## src/rtl/counter_sequencer_pkg.sv

```systemverilog
// Shared types for the counter sequencer: FSM state encoding and command opcodes.
package counter_seq_pkg;

  typedef enum logic [1:0] {
    IDLE  = 2'd0,
    RUN   = 2'd1,
    PAUSE = 2'd2
  } state_t;

  typedef logic [1:0] op_t;

  localparam op_t OP_START  = 2'b00;
  localparam op_t OP_STOP   = 2'b01;
  localparam op_t OP_PAUSE  = 2'b10;
  localparam op_t OP_RESUME = 2'b11;

endpackage

```

## src/rtl/counter_sequencer_if.sv

```systemverilog
// Command and status bundle between host logic and the counter sequencer.
// SEQ_AUTO_RELOAD_EN adds the cfg_reload signal for periodic mode.
interface counter_sequencer_if #(parameter int WIDTH = 4);
  logic             cmd_valid;
  logic             cmd_ready;
  logic [1:0]       cmd_op;
  logic [WIDTH-1:0] cmd_limit;
  logic [WIDTH-1:0] count;
  logic             busy;
  logic             paused;
  logic             done;
  logic             err;
`ifdef SEQ_AUTO_RELOAD_EN
  logic             cfg_reload;

  modport master (output cmd_valid, cmd_op, cmd_limit, cfg_reload,
                  input  cmd_ready, count, busy, paused, done, err);
  modport slave  (input  cmd_valid, cmd_op, cmd_limit, cfg_reload,
                  output cmd_ready, count, busy, paused, done, err);
`else
  modport master (output cmd_valid, cmd_op, cmd_limit,
                  input  cmd_ready, count, busy, paused, done, err);
  modport slave  (input  cmd_valid, cmd_op, cmd_limit,
                  output cmd_ready, count, busy, paused, done, err);
`endif
endinterface

```

## src/rtl/counter_sequencer_core.sv

```systemverilog
// Counter datapath register: synchronous clear has priority over increment.
module counter_core #(
  parameter int WIDTH = 4
) (
  input  logic             clk,
  input  logic             reset,
  input  logic             clr,
  input  logic             en,
  output logic [WIDTH-1:0] q
);

  // Count register with clear-over-enable priority.
  always_ff @(posedge clk) begin
    if (reset)    q <= '0;
    else if (clr) q <= '0;
    else if (en)  q <= q + WIDTH'(1);
  end

endmodule

```

## src/rtl/counter_sequencer.sv

```systemverilog
// Command-driven sequencer for a bounded up-counter.
// Optional build macro: SEQ_AUTO_RELOAD_EN (periodic reload via cfg_reload).
//
//   state | meaning
//   IDLE  | stopped, count holds last value
//   RUN   | counting toward limit_q
//   PAUSE | count frozen, waiting for RESUME or STOP
module counter_sequencer
  import counter_seq_pkg::*;
#(
  parameter int WIDTH = 4
) (
  input  logic                clk,
  input  logic                reset,
  counter_sequencer_if.slave  bus
);

  state_t           state;
  state_t           state_nxt;
  logic [WIDTH-1:0] limit_q;
  logic [WIDTH-1:0] count;
  logic             accept;
  logic             at_limit;
  logic             reload;
  logic             cnt_clr;
  logic             cnt_en;
  logic             illegal;

  assign bus.cmd_ready = 1'b1;
  assign accept        = bus.cmd_valid;
  assign at_limit      = (count == limit_q);

`ifdef SEQ_AUTO_RELOAD_EN
  assign reload = bus.cfg_reload;
`else
  assign reload = 1'b0;
`endif

  // Counter controls: any accepted command freezes the count except START, which clears it.
  assign cnt_clr = (accept && bus.cmd_op == OP_START) ||
                   (!accept && state == RUN && at_limit && reload);
  assign cnt_en  = !accept && state == RUN && !at_limit;

  // Next-state and illegal-command decode.
  always_comb begin
    state_nxt = state;
    illegal   = 1'b0;
    if (accept) begin
      case (bus.cmd_op)
        OP_START:  state_nxt = RUN;
        OP_STOP:   if (state == IDLE) illegal = 1'b1; else state_nxt = IDLE;
        OP_PAUSE:  if (state == RUN) state_nxt = PAUSE; else illegal = 1'b1;
        default:   if (state == PAUSE) state_nxt = RUN; else illegal = 1'b1;
      endcase
    end else if (state == RUN && at_limit && !reload) begin
      state_nxt = IDLE;
    end
  end

  // FSM state, captured limit and registered status outputs.
  always_ff @(posedge clk) begin
    if (reset) begin
      state      <= IDLE;
      limit_q    <= '0;
      bus.done   <= 1'b0;
      bus.err    <= 1'b0;
      bus.busy   <= 1'b0;
      bus.paused <= 1'b0;
    end else begin
      state      <= state_nxt;
      bus.busy   <= (state_nxt != IDLE);
      bus.paused <= (state_nxt == PAUSE);
      bus.done   <= !accept && state == RUN && at_limit;
      if (accept && bus.cmd_op == OP_START) begin
        limit_q <= bus.cmd_limit;
        bus.err <= 1'b0;
      end else if (illegal) begin
        bus.err <= 1'b1;
      end
    end
  end

  counter_core #(.WIDTH(WIDTH)) u_core (
    .clk   (clk),
    .reset (reset),
    .clr   (cnt_clr),
    .en    (cnt_en),
    .q     (count)
  );

  assign bus.count = count;

endmodule

```

## src/flat_wrapper.sv

```systemverilog
// flat-port wrapper written by rule: the top's interface ports become plain ports
module counter_sequencer_flat import counter_seq_pkg::*;
#(
  parameter int WIDTH = 4
)
  (clk, reset, bus_cmd_valid, bus_cmd_op, bus_cmd_limit, bus_cmd_ready, bus_count, bus_busy, bus_paused, bus_done, bus_err);
  counter_sequencer_if #(.WIDTH(WIDTH)) bus_i ();
  input  logic clk;
  input  logic reset;
  input wire logic [$bits(bus_i.cmd_valid)-1:0] bus_cmd_valid;
  input wire logic [$bits(bus_i.cmd_op)-1:0] bus_cmd_op;
  input wire logic [$bits(bus_i.cmd_limit)-1:0] bus_cmd_limit;
  output wire logic [$bits(bus_i.cmd_ready)-1:0] bus_cmd_ready;
  output wire logic [$bits(bus_i.count)-1:0] bus_count;
  output wire logic [$bits(bus_i.busy)-1:0] bus_busy;
  output wire logic [$bits(bus_i.paused)-1:0] bus_paused;
  output wire logic [$bits(bus_i.done)-1:0] bus_done;
  output wire logic [$bits(bus_i.err)-1:0] bus_err;
  assign bus_i.cmd_valid = bus_cmd_valid;
  assign bus_i.cmd_op = bus_cmd_op;
  assign bus_i.cmd_limit = bus_cmd_limit;
  assign bus_cmd_ready = bus_i.cmd_ready;
  assign bus_count = bus_i.count;
  assign bus_busy = bus_i.busy;
  assign bus_paused = bus_i.paused;
  assign bus_done = bus_i.done;
  assign bus_err = bus_i.err;
  counter_sequencer #(.WIDTH(WIDTH)) u_core (.clk(clk), .reset(reset), .bus(bus_i));
endmodule
```

## config.mk

```make
export PLATFORM = sky130hd
export DESIGN_NAME = counter_sequencer_flat
export DESIGN_NICKNAME = d
export VERILOG_FILES = /design/src/rtl/counter_sequencer_pkg.sv /design/src/rtl/counter_sequencer_if.sv /design/src/rtl/counter_sequencer_core.sv /design/src/rtl/counter_sequencer.sv /design/src/flat_wrapper.sv
export SDC_FILE = /design/constraint.sdc
export NUM_CORES = 1
export LEC_CHECK = 0
export BUFFER_PORTS_ARGS = -buffer_cell sky130_fd_sc_hd__buf_2
export CELL_PAD_IN_SITES_DETAIL_PLACEMENT = 0
export CELL_PAD_IN_SITES_GLOBAL_PLACEMENT = 1
export CORE_MARGIN = 5
export CORE_UTILIZATION = 35
export CTS_BUF_LIST = sky130_fd_sc_hd__clkbuf_8
export CTS_CLUSTER_SIZE = 8
export DETAILED_ROUTE_END_ITERATION = 16
export PLACE_DENSITY_LB_ADDON = 0.12
export SYNTH_ARGS = -nofsm -noshare
export SYNTH_HDL_FRONTEND = slang
export SYNTH_SLANG_ARGS = --single-unit
```

## constraint.sdc

```tcl
create_clock -name clk -period 1.74 [get_ports clk]
set_clock_uncertainty 0.2 [all_clocks]
set_input_delay 0.087 -clock clk [delete_from_list [all_inputs] [get_ports clk]]
set_output_delay 0.087 -clock clk [all_outputs]
set_load 0.02 [all_outputs]
```

==> impl_metrics.toml <==
[die]
start_util = 0.357
die_w_um = 54.0
pin_count = 18
core_um2 = 1900
die_y_um = 54.0
num_rows = 16
die-area_um2 = 2920

[global_routing]
grt_pass1_wl_um = 2670
antenna_found_initial = 0
overflow = 0
grt_use_total = 0.132
grt_pass1_vias = 616
grt_max_degree = 11

[yosys]
synth-warning-count = 0
seq_area_frac_synth = 0.413
syn_area_um2 = 678
syn-mean-instance-area_um2 = 9.04
synth_fp_nets = 85
synth-seq-cells = 14
postSynthCellCount = 75
synth_cell_types = 31
ys_top_cells_by_area = "dfxtp_1 41%, xor2_1 6.5%, mux2i_1 5.9%"
yosysTopAreaCell = "dfxtp_1"
synthFlopType = "dfxtp_1"
synth_edf_count = 0
async_flop_share = 0
netlist.area_leader.share = 0.413

[route]
wl_per_cell_um = 11.7
drc = 0
via_per_inst = 4.67
wirelength_um = 1600
firstDrtPassIters = 4
antenna_left = 0
dr.first_iter.drc_count = 8
dr_total_vias = 640

[worst_hold_path]
hold_path.class = "primary input to register"

[clock_network]
cts_tree = "built"
cts.sinks = 14
cts_made_buffers = 3
clock-root-buffer = "clkbuf_8"
clockBufferDepth = 2
h-tree-depth = 1
clock_latency_ps = 240
clkTransAtPathRegs_ps = 60

[power]
p_clk_frac = 0.385
leakagePower_uw = 0.000465
ir_drop_v = 0.000470
seqPwrFrac = 0.478
power_frac_comb = 0.136
swShare = 0.237
powerDensity_nw_per_um2 = 689
power_uw = 696
p_sw_uw = 165
internal-power_uw = 531

[setup_path]
cp.required_ps = 1730
crit_fanout = 3
cp_top_family = "simple AND/OR/NAND/NOR gates"
criticalPathCategory = "register to register"
r2r_setup_slack_ps = 10
arrival_ps = 1720
path_buf_inv = 0
max_stage_delay_ps = 570
critPathCaptureType = "register"
critPathLaunchType = "register"
crit_slowest_cell = "or4_4"
crit_chain = "xor2_2, or4_4, a221oi_4, and2_1"

[run]
maxCapViolations = 0

[sta]
slew_viol_final = 0
clock.fmax_mhz = 578
rsz0062_at_grt = "yes"
timing.final.crit_share = 0.994
post-route-min-period_ps = 1730
finalSetupViolations = 0
hold_viol = 0

[finish]
drive_gt1_frac = 0.345
final_common_cell = "buf_2"
post-route-util = 0.531
syn_to_final_growth_pct = 48.9
final_nets = 122
n_antenna_cell = 0
instances_no_fill = 137
mostFrequentLayoutCells = "16 x buf_2, 10 x dlygate4sd3_1, 10 x dfxtp_1, 9 x nor2_1, 9 x buf_4"

[place]
port_buffers = 16
place_inst = 123
dpl.hpwl_um = 1100
place_congestion = 0.743

[run_status]
outcome = "completed"
routing by layer:
layer / part of all wire / GRT usage
met4: 0.029 / 0.0996
met2: 0.43 / 0.198
met5: 0 / 0
met1: 0.49 / 0.154
met3: 0.051 / 0.0443
metrics by stage:
stage	TNS, ps	setup WS [ps]	instance area, um2	hold slack [ps]
2_1_floorplan	0	9.34	682	24.4
3_3_place_gp	0	38.2	841	124
3_5_place_dp	0	4.37	841	131
4_1_cts	0	4.53	982	7.19
5_1_grt	-63.7	-45.6	1010	59.2
6_report	0	11.1	1010	18.5
cells in the mapped netlist (2+ instances only):
| master | count |
|---|---|
| nand2b_1 | 2 |
| and3_1 | 2 |
| o21ai_0 | 6 |
| a21oi_1 | 4 |
| dfxtp_1 | 14 |
| inv_1 | 3 |
| o211ai_1 | 2 |
| nor2_1 | 9 |
| xor2_1 | 5 |
| nand3_1 | 3 |
| mux2i_1 | 4 |
| or3_1 | 2 |
layout make-up:
| type | count | area (um2) |
|---|---|---|
| fillers | 190 | 892 |
| multi-input cells | 55 | 390 |
| flip-flops and latches | 14 | 285 |
| repair buffers | 35 | 248 |
| clock buffers | 3 | 41.3 |
| well taps | 27 | 33.8 |
| inverters | 3 | 11.3 |
worst register-to-register path: cells and delay by family, from the launching register on:
kind / cells / cell delay [ps]
compound gates: 1 / 240
xor+xnor: 1 / 180
flops: 1 / 330
simple gates: 2 / 720
worst paths after layout:
check | startpoint | end | cells past startpoint
setup / recovery | u_core.limit_q[1] | u_core.bus.paused | 4
hold / removal | bus_cmd_op[1] | u_core.state[1] | 3
setup reg to reg | u_core.limit_q[1] | u_core.bus.paused | 4
hold reg to reg | u_core.bus.err | u_core.bus.err | 1
cells by family after synthesis:
family,Yosys count,synth area share
xor+xnor,5,0.0646
fa+ha+maj,1,0.0184
simple gates,25,0.207
compound gates,19,0.194
mux,4,0.0590
buf+inv,6,0.0387
flops,14,0.413
other cells,1,0.00553
power by group through the flow:
stage               logic, uW  registers [uW]  clock network [uW]
floorplan                41.0             344                   0
global placement         71.8             339                   0
detailed placement       71.2             340                   0
CTS                      85.9             333                 274
global route              103             334                 297
finish                   94.9             333                 268
state kept, by name, indices dropped and copies added, names as in the netlist:
name,count
u_core.bus.err,1
u_core.bus.paused,1
u_core.bus.done,1
u_core.state,2
u_core.bus.busy,1
u_core.limit_q,4
u_core.u_core.q,4
timing repair:
action | in CTS | in global routing
resized for setup | 0 | 3
pin swaps | 1 | 1
buffers inserted | 0 | 1
hold buffers | 10 | 0
hold endpoints to repair | 8 | 0
setup endpoints to repair | 1 | 2
(Power assumes the default switching activity.)
